File: src/rtl/fpu_req_arbiter.sv
// fpu_req_arbiter: shares one fixed-latency FPU between NUM_REQ requesters.
// Round-robin picks at most one request per cycle. A tag pipeline follows each
// operation through the FPU, and the result lands in a response FIFO. Credits
// guarantee that every in-flight result has a free FIFO slot.
// Ports:
//   clk_i, rst_i          clock, asynchronous active-high reset
//   req_*_i / req_ready_o per-requester valid/ready request port (operands, op)
//   fpu_*_o, alu_fpu_en_o operands/op/enable driven to the FPU
//   fpu_data_i            FPU result, valid FPU_LAT cycles after issue
//   rsp_*                 valid/ready response port with originating requester id
//   busy_o                any operation in flight or buffered
module fpu_req_arbiter #(
    parameter int unsigned NUM_REQ   = 2,
    parameter int unsigned FPU_LAT   = 1,
    parameter int unsigned RSP_DEPTH = 4,
    parameter int unsigned IDW       = $clog2(NUM_REQ)
) (
    input  logic                          clk_i,
    input  logic                          rst_i,
    input  logic [NUM_REQ-1:0]            req_valid_i,
    output logic [NUM_REQ-1:0]            req_ready_o,
    input  logic [NUM_REQ-1:0][31:0]      req_op_a_i,
    input  logic [NUM_REQ-1:0][31:0]      req_op_b_i,
    input  logic [NUM_REQ-1:0][1:0]       req_fpu_op_i,
    output logic [31:0]                   fpu_op_a_o,
    output logic [31:0]                   fpu_op_b_o,
    output logic [1:0]                    fpu_op_o,
    output logic                          alu_fpu_en_o,
    input  logic [31:0]                   fpu_data_i,
    output logic                          rsp_valid_o,
    input  logic                          rsp_ready_i,
    output logic [31:0]                   rsp_data_o,
    output logic [IDW-1:0]                rsp_id_o,
    output logic                          busy_o
);

    localparam int unsigned PTRW = $clog2(RSP_DEPTH);
    localparam int unsigned CNTW = $clog2(RSP_DEPTH + 1);

    logic [IDW-1:0]                  rr_ptr_q, rr_ptr_d;
    logic [IDW-1:0]                  cand;
    logic [IDW-1:0]                  grant_idx;
    logic                            grant_vld;
    logic                            can_issue;
    logic                            issue;

    logic [FPU_LAT-1:0]              tag_vld_q;
    logic [FPU_LAT-1:0][IDW-1:0]     tag_id_q;
    logic [CNTW-1:0]                 inflight_cnt;

    logic [RSP_DEPTH-1:0][31:0]      mem_data_q;
    logic [RSP_DEPTH-1:0][IDW-1:0]   mem_id_q;
    logic [PTRW-1:0]                 wr_ptr_q, rd_ptr_q;
    logic [CNTW-1:0]                 fifo_cnt_q, fifo_cnt_d;
    logic                            push, pop;

    logic [31:0]                     op_a_q, op_b_q;
    logic [1:0]                      op_q;

    // Round-robin search starting at rr_ptr_q, wrapping modulo NUM_REQ.
    always_comb begin
        grant_vld = 1'b0;
        grant_idx = '0;
        cand      = '0;
        for (int unsigned i = 0; i < NUM_REQ; i++) begin
            cand = IDW'((32'(rr_ptr_q) + i) % NUM_REQ);
            if (!grant_vld && req_valid_i[cand]) begin
                grant_vld = 1'b1;
                grant_idx = cand;
            end
        end
    end

    // Number of valid tag stages.
    always_comb begin
        inflight_cnt = '0;
        for (int unsigned i = 0; i < FPU_LAT; i++) begin
            inflight_cnt = inflight_cnt + CNTW'(tag_vld_q[i]);
        end
    end

    // Credit uses the registered count, so a pop frees its slot only next cycle.
    assign can_issue = !rst_i &&
                       (({1'b0, fifo_cnt_q} + {1'b0, inflight_cnt}) < (CNTW + 1)'(RSP_DEPTH));
    assign issue     = grant_vld && can_issue;

    always_comb begin
        req_ready_o = '0;
        if (issue) begin
            req_ready_o[grant_idx] = 1'b1;
        end
    end

    // FPU inputs follow the granted requester during issue, else hold the last issue.
    assign alu_fpu_en_o = issue;
    assign fpu_op_a_o   = issue ? req_op_a_i[grant_idx]   : op_a_q;
    assign fpu_op_b_o   = issue ? req_op_b_i[grant_idx]   : op_b_q;
    assign fpu_op_o     = issue ? req_fpu_op_i[grant_idx] : op_q;

    assign rr_ptr_d = issue ? IDW'((32'(grant_idx) + 32'd1) % NUM_REQ) : rr_ptr_q;

    assign push = tag_vld_q[FPU_LAT-1];
    assign pop  = rsp_valid_o && rsp_ready_i;

    always_comb begin
        fifo_cnt_d = fifo_cnt_q;
        if (push && !pop) begin
            fifo_cnt_d = fifo_cnt_q + CNTW'(1);
        end else if (!push && pop) begin
            fifo_cnt_d = fifo_cnt_q - CNTW'(1);
        end
    end

    // Arbitration pointer and held FPU operands.
    always_ff @(posedge clk_i or posedge rst_i) begin
        if (rst_i) begin
            rr_ptr_q <= '0;
            op_a_q   <= '0;
            op_b_q   <= '0;
            op_q     <= '0;
        end else begin
            rr_ptr_q <= rr_ptr_d;
            if (issue) begin
                op_a_q <= req_op_a_i[grant_idx];
                op_b_q <= req_op_b_i[grant_idx];
                op_q   <= req_fpu_op_i[grant_idx];
            end
        end
    end

    // Tag pipeline mirroring the FPU latency.
    always_ff @(posedge clk_i or posedge rst_i) begin
        if (rst_i) begin
            tag_vld_q <= '0;
            tag_id_q  <= '0;
        end else begin
            tag_vld_q[0] <= issue;
            tag_id_q[0]  <= grant_idx;
            for (int unsigned i = 1; i < FPU_LAT; i++) begin
                tag_vld_q[i] <= tag_vld_q[i-1];
                tag_id_q[i]  <= tag_id_q[i-1];
            end
        end
    end

    // Response FIFO storage and pointers.
    always_ff @(posedge clk_i or posedge rst_i) begin
        if (rst_i) begin
            mem_data_q <= '0;
            mem_id_q   <= '0;
            wr_ptr_q   <= '0;
            rd_ptr_q   <= '0;
            fifo_cnt_q <= '0;
        end else begin
            if (push) begin
                mem_data_q[wr_ptr_q] <= fpu_data_i;
                mem_id_q[wr_ptr_q]   <= tag_id_q[FPU_LAT-1];
                wr_ptr_q             <= wr_ptr_q + PTRW'(1);
            end
            if (pop) begin
                rd_ptr_q <= rd_ptr_q + PTRW'(1);
            end
            fifo_cnt_q <= fifo_cnt_d;
        end
    end

    assign rsp_valid_o = (fifo_cnt_q != '0);
    assign rsp_data_o  = mem_data_q[rd_ptr_q];
    assign rsp_id_o    = mem_id_q[rd_ptr_q];
    assign busy_o      = (inflight_cnt != '0) || (fifo_cnt_q != '0);

    // Credit accounting must never let a result arrive at a full FIFO.
    a_no_push_full: assert property (@(posedge clk_i) disable iff (rst_i)
        !(push && (fifo_cnt_q == CNTW'(RSP_DEPTH))));

endmodule

File: config.mk
export PLATFORM = sky130hd
export DESIGN_NAME = fpu_req_arbiter
export DESIGN_NICKNAME = d
export VERILOG_FILES = /design/src/rtl/fpu_req_arbiter.sv
export SDC_FILE = /design/constraint.sdc
export NUM_CORES = 1
export LEC_CHECK = 0
export ABC_AREA = 1
export BUFFER_PORTS_ARGS = -buffer_cell sky130_fd_sc_hd__buf_2
export CORE_MARGIN = 2
export CORE_UTILIZATION = 52
export DETAILED_ROUTE_END_ITERATION = 10
export PLACE_DENSITY = 0.82
export REMOVE_ABC_BUFFERS = 1
export SYNTH_ARGS = -nofsm -noshare
export SYNTH_HDL_FRONTEND = slang
export SYNTH_SLANG_ARGS = --single-unit
File: constraint.sdc
create_clock -name clk_i -period 7.1 [get_ports clk_i]
set_input_delay 0.355 -clock clk_i [delete_from_list [all_inputs] [get_ports clk_i]]
set_output_delay 0.355 -clock clk_i [all_outputs]
set_load 0.02 [all_outputs]
Yosys cells after proc, flatten, opt, wreduce, memory -nomap -nowiden
Index checks and enable logic that the tools add are counted.
Widths: inputs -> output; s select.
{"block": "totals", "word_cells": 79, "out_inout_bits": 104, "ff_bits": 208, "input_bits": 169}
{"block": "op_classes", "reduce_logical": 15, "n_lt_le_gt_ge": 8, "n_mux": 32, "add_sub_neg": 7}
{"cell": "$mux 32", "n": 8}
{"cell": "$bwmux 128", "n": 1}
{"cell": "$bmux 32 s2", "n": 1}
{"cell": "$demux 32 s2", "n": 1}
{"cell": "$mux 1", "n": 11}
{"cell": "$logic_and 1x1->1", "n": 8}
{"cell": "$mux 2", "n": 4}
{"cell": "$lt 1x2->1 const B", "n": 3}
{"cell": "$lt 2x3->1 const B", "n": 2}
{"cell": "$mux 3", "n": 2}
{"cell": "$add 2x1->2 const B", "n": 2}
{"cell": "$add 3x1->4", "n": 1}
{"cell": "$bwmux 4", "n": 1}
{"cell": "$logic_not 1->1", "n": 4}
{"cell": "$lt 4x3->1 const B", "n": 1}
{"cell": "$add 3x1->3 const B", "n": 1}
{"cell": "$reduce_bool 3->1", "n": 1}
{"cell": "$sub 3x1->3 const B", "n": 1}
{"cell": "$add 1x1->1 const B", "n": 2}
{"cell": "$bmux 1 s2", "n": 1}
{"cell": "$demux 1 s2", "n": 1}
{"cell": "$ge 2x1->1 const B", "n": 1}
{"cell": "$reduce_bool 2->1", "n": 1}
{"cell": "$demux 1 s1", "n": 1}
{"cell": "2 further kinds", "n": 2}

Depth between registers and ports, before layout
Gate-level depths: netlist of the first run.
{"block": "logic_depth", "ltp_word": 11, "ltp_mapped": 10, "depth_no_buf": 10}

Worst setup path before layout of the first run
Ideal clock, no wire load.
{"block": "synth_path", "kind": "register -> register", "from": "register fifo_cnt_q[0]", "to": "register fifo_cnt_q[2]", "period_less_slack_ps": 1850, "stages_incl_launch_ff": 10, "path_slack_ps": 5250, "t_required_ps": 6977, "arrival_ps": 1728, "n_path_buf": 0, "setup_time_ps": 123, "path_cell_list": "dfrtp_1 > nor2_1 > nand2_1 > nand2_1 > ha_1 > inv_1 > fa_1 > nand2_1 > nand3_1 > xor2_1"}
{"block": "synth_via", "elab_chain_cells": 5, "elab_cells_between_ends": 10, "cone_classes": "add/sub (2); mux (2); reduce/logical (6)"}
{"item": "start: declaration", "line": "54", "rtl": "logic [CNTW-1:0] fifo_cnt_q, fifo_cnt_d;"}
{"item": "start signal: assignment", "line": "163", "rtl": "fifo_cnt_q <= fifo_cnt_d;"}
{"item": "$reduce_bool 3->1 (*)", "line": "167", "rtl": "assign rsp_valid_o = (fifo_cnt_q != '0);"}
{"item": "named net rsp_valid_o", "line": "30", "rtl": "output logic rsp_valid_o,"}
{"item": "$logic_and 1x1->1 (*)", "line": "103", "rtl": "assign pop = rsp_valid_o && rsp_ready_i;"}
{"item": "$logic_not 1->1", "line": "107", "rtl": "if (push && !pop) begin"}
{"item": "$logic_and 1x1->1", "line": "107"}
{"item": "$mux 3 / $reduce_bool 2->1 (equally long branches)"}
The timed path passes the listed nets; every way through them passes the cells marked *. The select of a mux whose other input is x is not followed.
A chain may end at the register's enable or synchronous reset.

Final worst setup path of the first run
{"block": "layout_path", "from": "register rr_ptr_q", "to": "output fpu_op_a_o[20]"}
{"block": "layout_via", "elab_chain_cells": 9, "elab_cells_between_ends": 15, "cone_classes": "add/sub (1); mux (11); reduce/logical (3)"}
{"item": "start: declaration", "line": "40", "rtl": "logic [IDW-1:0] rr_ptr_q, rr_ptr_d;"}
{"item": "start signal: assignment", "line": "122", "rtl": "rr_ptr_q <= rr_ptr_d;"}
{"item": "$mux 1 (implied by the code) (2 in a row)", "line": "67", "rtl": "if (!grant_vld && req_valid_i[cand]) begin"}
{"item": "$mux 1", "line": "67"}
{"item": "$logic_not 1->1", "line": "67"}
{"item": "$logic_and 1x1->1", "line": "67"}
{"item": "$mux 1", "line": "67"}
{"item": "$mux 32 (implied by the code) (2 in a row)", "line": "96", "rtl": "assign fpu_op_a_o = issue ? req_op_a_i[grant_idx] : op_a_q;"}
{"item": "$mux 32 (*)"}
{"item": "end: declaration", "line": "25", "rtl": "output logic [31:0] fpu_op_a_o,"}
Every way passes the cells marked *; elsewhere a longest branch is shown, timed or not. The select of a mux whose other input is x is not followed.

==> impl_metrics.toml, run 1 <==
[worst_setup_path]
end_kind = "output pin"
reg2reg_depth = 9
cp_max_fo = 67
r2r_slack_ns = 4.63
required_ns = 6.74
crit_arrival_ns = 3.01
r2r_start = "rr_ptr_q$_DFFE_PP0P_"
rr_endpoint = "op_a_q[20]$_DFF_PP0_"
cp-start-kind = "flop"
worstSetupPathType = "flop to output pin"

[drt]
drtPass1Iterations = 5
first_iter_violations = 525
antenna_left = 0
drt-total-wl_um = 26000
via_per_inst = 5.38
drc = 0
avgRoutedWirePerCell_um = 15.5
vias = 9003

[cells_and_area]
final_common_cell = "nand2_1"
final_cells = 1673
syn2layout_area_growth_pct = 21.9
most-common-layout-cells = "nand2_1 (472), buf_2 (272), dfrtp_1 (207)"
nNetsFinal = 1600
drive_gt1_share_pct = 23.0

[timing]
final.period_utilization_pct = 47.4
fin_skew_ns = 0.00757
finalMaxSlewViolations = 0
setup_viol = 0
period_needed_ns = 3.36
rsz0062_at_grt = "false"
hold_viol_final = 0
worst_pin_slew_ns = 1.19
relSlewSlack_pct = 20.2
clock.fmax_ghz = 0.297
setup_tns_ns = 0

[synth]
synth.avg_cell_area_um2 = 7.94
yosys_warnings = 0
ys_types = 22
ys_seq_elements = 208
syn-cell-area_mm2 = 0.00957
synth-seq-area-share_pct = 54.4
synthCells = 1205

[hold_path]
hold_path.class = "input port to async pin"

[global_routing]
grt_pass1_vias = 8664
grt_max_degree = 142
antenna_found_initial = 5
grt_pass1_wl_um = 42000
overflow = 0
grt_util_all_layers_pct = 26.1

[floorplanning]
rows = 49
start_util_pct = 53.1
die_h_um = 140
die-area_mm2 = 0.0195
io_pins = 273
coreArea_mm2 = 0.0180
dieWidth_um = 140

[power_and_ir_drop]
p_leak_nw = 6.41
clockPowerShare_pct = 20.6
p_sw_share_pct = 42.1
seq_power_share_pct = 36.0
combPwrFrac_pct = 43.4
ir_worst_vdd_uv = 344
power_density_mw_per_mm2 = 483
p_int_mw = 3.27
power_switching_mw = 2.37

[placed_design]
routabilityCongestion = 0.846
hpwl_um = 16100
dpl.cell_count = 1629
portBuffers = 272

[clocking]
post_cts_resize_count = 0
clk_pin_slew_ns = 0.06
cts-root-buf = "clkbuf_16"
cts_tree = "done"
numCtsBuffers = 23
h-tree-depth = 1
cts_buffer_depth = 3
cts_hold_buf = 0
postCtsSetupBuffers = 0
clock_latency_ns = 0.49
cts_sinks = 208

[status]
status = "completed"

[job]
max_cap_violations = 0
==> worst max-delay path, cell delays in order (launching register included) <==
cell and delay (ns):
dfrtp_1 0.34, inv_1 0.05, nand2_2 0.05, buf_4 0.53, nand2_2 0.55, buf_4 0.44
nand2_1 0.13, nand2_1 0.07, nand2_1 0.06, nand2_1 0.07, buf_2 0.16
==> power by group through the flow <==
| stage | registers (mW) | logic, mW | clock network (mW) |
|---|---|---|---|
| after floorplan | 2.02 | 1.60 | 0 |
| after global placement | 2.01 | 2.39 | 0 |
| after detailed placement | 2.04 | 2.44 | 0 |
| after CTS | 2.02 | 2.46 | 1.18 |
| after global routing | 2.09 | 2.72 | 1.23 |
| final | 2.03 | 2.45 | 1.16 |
==> Yosys cell counts (all sizes together) <==
master | count | share of area [%]
ha | 5 | 0.65
inv | 47 | 1.8
xor2 | 3 | 0.27
nor2 | 70 | 2.8
or2 | 1 | 0.065
nand2 | 478 | 19
o211ai | 1 | 0.13
nand3 | 68 | 3.6
buf | 55 | 3.1
xnor2 | 2 | 0.18
clkbuf | 31 | 1.2
fa | 1 | 0.21
dfrtp | 208 | 54
o22ai | 33 | 2.2
o21ai | 202 | 11
==> routing by layer <==
layer / global-route usage [%] / share of wire (%) / up-vias
li1: - / - / 4318
met1: 33.5 / 40 / 4284
met2: 44.2 / 49 / 339
met3: 6.09 / 7.8 / 60
met4: 8.16 / 3.1 / 2
met5: 0 / 0.050 / -
==> layout make-up <==
class | count | area, µm²
inverter | 47 | 184
clock inverter | 2 | 10.0
clock buffer | 38 | 742
sequential | 208 | 5210
antenna | 4 | 10.0
multi-input combinational | 864 | 3800
tap | 229 | 287
fill | 1531 | 6360
timing repair buffer | 281 | 1430
==> kinds of logic (layout without fill, tap and decap cells) <==
family                   Yosys count  after routing  share of synthesized area [%]
buffers and inverters            133            368                           6.20
flip-flops                       208            208                           54.4
AND/OR/NAND/NOR                  617            617                           25.2
other                              0              4                              0
XOR/XNOR                           5              5                          0.458
AO/OA/AOI/OAI                    236            236                           12.9
adder cells (fa/ha/maj)            6              6                          0.863
==> through the flow <==
stage | utilization (%) | cell area (µm²) | setup WS [ns] | power, mW | hold WS [ns]
floorplan | - | 9150 | 1.06 | 3.62 | 0.442
global placement | 60.5 | 10900 | 4.19 | 4.40 | 0.455
detailed placement | 60.5 | 10900 | 4.16 | 4.48 | 0.458
CTS | 64.7 | 11700 | 3.73 | 5.66 | 0.125
global route | 64.7 | 11700 | 3.52 | 6.04 | 0.145
finish | 64.7 | 11700 | 3.74 | 5.64 | 0.0644
==> how the worst max path moves through the flow <==
stage	to	cells after the start	start	slack, ns
floorplan	fifo_cnt_q[0]$_DFFE_PP0P_	1	rst_i	1.06
global placement	fpu_op_a_o[4]	10	req_valid_i[0]	4.19
detailed placement	fpu_op_o[0]	10	req_valid_i[0]	4.16
CTS	fpu_op_a_o[20]	10	rr_ptr_q$_DFFE_PP0P_	3.73
global route	fpu_op_a_o[28]	10	rr_ptr_q$_DFFE_PP0P_	3.52
finish	fpu_op_a_o[20]	10	rr_ptr_q$_DFFE_PP0P_	3.74
==> registers in the layout, summed over array words and instances, names as in the netlist <==
register and cells:
fifo_cnt_q 3, op_q 2, op_a_q 32, push 1
mem_id_q 4, mem_data_q 128, rd_ptr_q 2, rr_ptr_q 1
op_b_q 32, wr_ptr_q 2, tag_id_q 1
Note: power is estimated with default switching activity, not from simulation.
==> run 2: changes to the inputs <==
Settings changed: ABC_AREA 1 to 0, CORE_UTILIZATION 52 to 53, PLACE_DENSITY 0.82 to 0.83.
Clock period 7.1 ns to 3.3 ns, I/O delays scaled along.
==> run 2 against run 1 <==
Compared with the run above: core utilization is 9.0 points higher; largest cell class unchanged; critical path depth is 5 lower; synthesized area is 3.9% higher; first-iteration DRC count is 17% higher; combinational power grew to 2.7 times the previous value; via count is 6.3% lower; worst setup slack worse by 3.2 ns; sequential power is 120% higher; synthesized cell count is 37% lower.
==> impl_metrics.toml, run 2 <==
[status]
status = "completed"

[placed_design]
hpwl_um = 15800
dpl.cell_count = 1199
portBuffers = 272
place_ws_ns = 1.20
routabilityCongestion = 0.803
placed_area_mm2 = 0.0114

[clocking]
clk_pin_slew_ns = 0.06
numCtsBuffers = 23
cts-root-buf = "clkbuf_16"
h-tree-depth = 1
clock_latency_ns = 0.50
cts_sinks = 208
post_cts_resize_count = 0
postCtsSetupBuffers = 0
cts_tree = "done"
cts_hold_buf = 143
cts_buffer_depth = 3

[worst_setup_path]
cp_max_fo = 66
end_kind = "output pin"
required_ns = 3.13
cp-start-kind = "flop"
r2r_slack_ns = 0.83
crit_arrival_ns = 2.58
worstSetupPathType = "flop to output pin"

[timing]
fin_ws_ns = 0.552
relSlewSlack_pct = 32.6
worst_pin_slew_ns = 1.01
fin_hold_ws_ns = 0.0124
setup_viol = 0
finalMaxSlewViolations = 0
period_needed_ns = 2.75
fin_skew_ns = 0.0220
hold_viol_final = 0
setup_tns_ns = 0
clock.fmax_ghz = 0.364
final.period_utilization_pct = 83.3
rsz0062_at_grt = "false"

[synth]
synthXorXnorAreaFrac_pct = 0.528
synth_top_area_share_pct = 52.3
synth_compound_area_share_pct = 13.6
synth.most_common_cell = "dfrtp_1"
ys_types = 29
synth.avg_cell_area_um2 = 13.2
synthMuxAreaShare_pct = 22.6
synthTopCellsByCount = "dfrtp_1 (208), mux2_2 (134), a31oi_1 (102)"
synth_ff_type = "dfrtp_1"
synthSimpleGateAreaFrac_pct = 5.97
async_reset_ff_share_pct = 100
synth_area_leader_cell = "dfrtp_1"
synth_edf_count = 0
ys_seq_elements = 208
yosys_warnings = 0
synth-seq-area-share_pct = 52.3
syn-cell-area_mm2 = 0.00995
synthAdderAreaFrac_pct = 0.830
synthCells = 755
netlist_top_cells_area = "dfrtp_1 (52%), mux2_2 (15%), mux4_2 (7.5%)"
synth_top_family_by_area = "multiplexers"

[floorplanning]
dieWidth_um = 141
start_util_pct = 53.5
die_h_um = 141
die-area_mm2 = 0.0199
io_pins = 273
rows = 50
coreArea_mm2 = 0.0186

[cells_and_area]
most-common-layout-cells = "buf_2 (272), dfrtp_1 (207), dlygate4sd3_1 (143)"
largest_reg_flops = 128
final_cells = 1391
reg_top3 = "mem_data_q: 128 flops, op_a_q: 32 flops, op_b_q: 32 flops"
drive_gt1_share_pct = 46.6
syn2layout_area_growth_pct = 37.6
nNetsFinal = 1308
fin_util_pct = 73.7
final_common_cell = "buf_2"
top_register = "mem_data_q"
finalInstanceArea_mm2 = 0.0137

[power_and_ir_drop]
p_leak_nw = 5.83
p_total_mw = 13.9
power_density_mw_per_mm2 = 1020
ir_worst_vdd_uv = 540

[drt]
via_per_inst = 6.06
antenna_left = 0
drt-total-wl_um = 30000
first_iter_violations = 614
drc = 0
avgRoutedWirePerCell_um = 21.5
drtPass1Iterations = 5
vias = 8435

[global_routing]
grt_pass1_vias = 9088
grt_util_all_layers_pct = 30.5
overflow = 0
grt_pass1_wl_um = 47900
antenna_found_initial = 6
grt_max_degree = 120

[hold_path]
hold_path.class = "input port to flop"

[job]
max_cap_violations = 0
-- run 2: logic make-up after synthesis --
logic type / after synthesis
DFF: 208
AOI/OAI and AO/OA: 199
muxes: 167
buffers and inverters: 85
and+or+nand+nor: 84
xor gates and xnor gates: 6
adders and majority gates: 6
-- run 2: final timing paths --
path | start | to | cells after the start
worst max-delay path | push$_DFF_PP0_ | fpu_op_a_o[23] | 5
worst min register to register | mem_data_q[80]$_DFFE_PP0P_ | mem_data_q[80]$_DFFE_PP0P_ | 1
min in group asynchronous | rst_i | op_a_q[12]$_DFF_PP0_ | 3
max in group asynchronous | rst_i | mem_data_q[89]$_DFFE_PP0P_ | 4
worst min-delay path | req_op_b_i[47] | op_b_q[15]$_DFF_PP0_ | 3
worst max register to register | push$_DFF_PP0_ | op_b_q[20]$_DFF_PP0_ | 6
-- run 2: area by class of cell --
cell class,count,area (µm²)
multi-input cells,462,4340
flip-flops and latches,208,5210
inverters,7,33.8
clock buffers,27,621
fillers,1144,4890
well taps,234,293
clock inverters,14,226
diodes,8,20.0
repair buffers,431,2950
-- run 2: critical path, cell delays in order, from the launching register on --
cell and delay, ns:
dfrtp_1 0.48, nand3_2 0.14, buf_4 0.60, a31oi_1 0.31, a31oi_2 0.31, buf_2 0.22
-- run 2: metal layers --
metal / wire length [µm] / global-route usage, % / part of all wire, % / vias up
li1: - / - / - / 3643
met1: 11200 / 37.1 / 38 / 4210
met2: 15200 / 52.3 / 51 / 449
met3: 2050 / 6.22 / 6.9 / 133
met4: 1470 / 14.7 / 4.9 / 0
met5: 0 / 0 / 0 / -
-- run 2: power by group --
| group | switching [mW] | total (mW) | leakage [nW] | internal (mW) |
|---|---|---|---|---|
| Sequential | 0.693 | 4.54 | 2.40 | 3.85 |
| Clock | 1.04 | 2.85 | 0.419 | 1.81 |
| Combinational | 3.40 | 6.52 | 3.02 | 3.12 |
| Total | 5.13 | 13.9 | 5.83 | 8.78 |
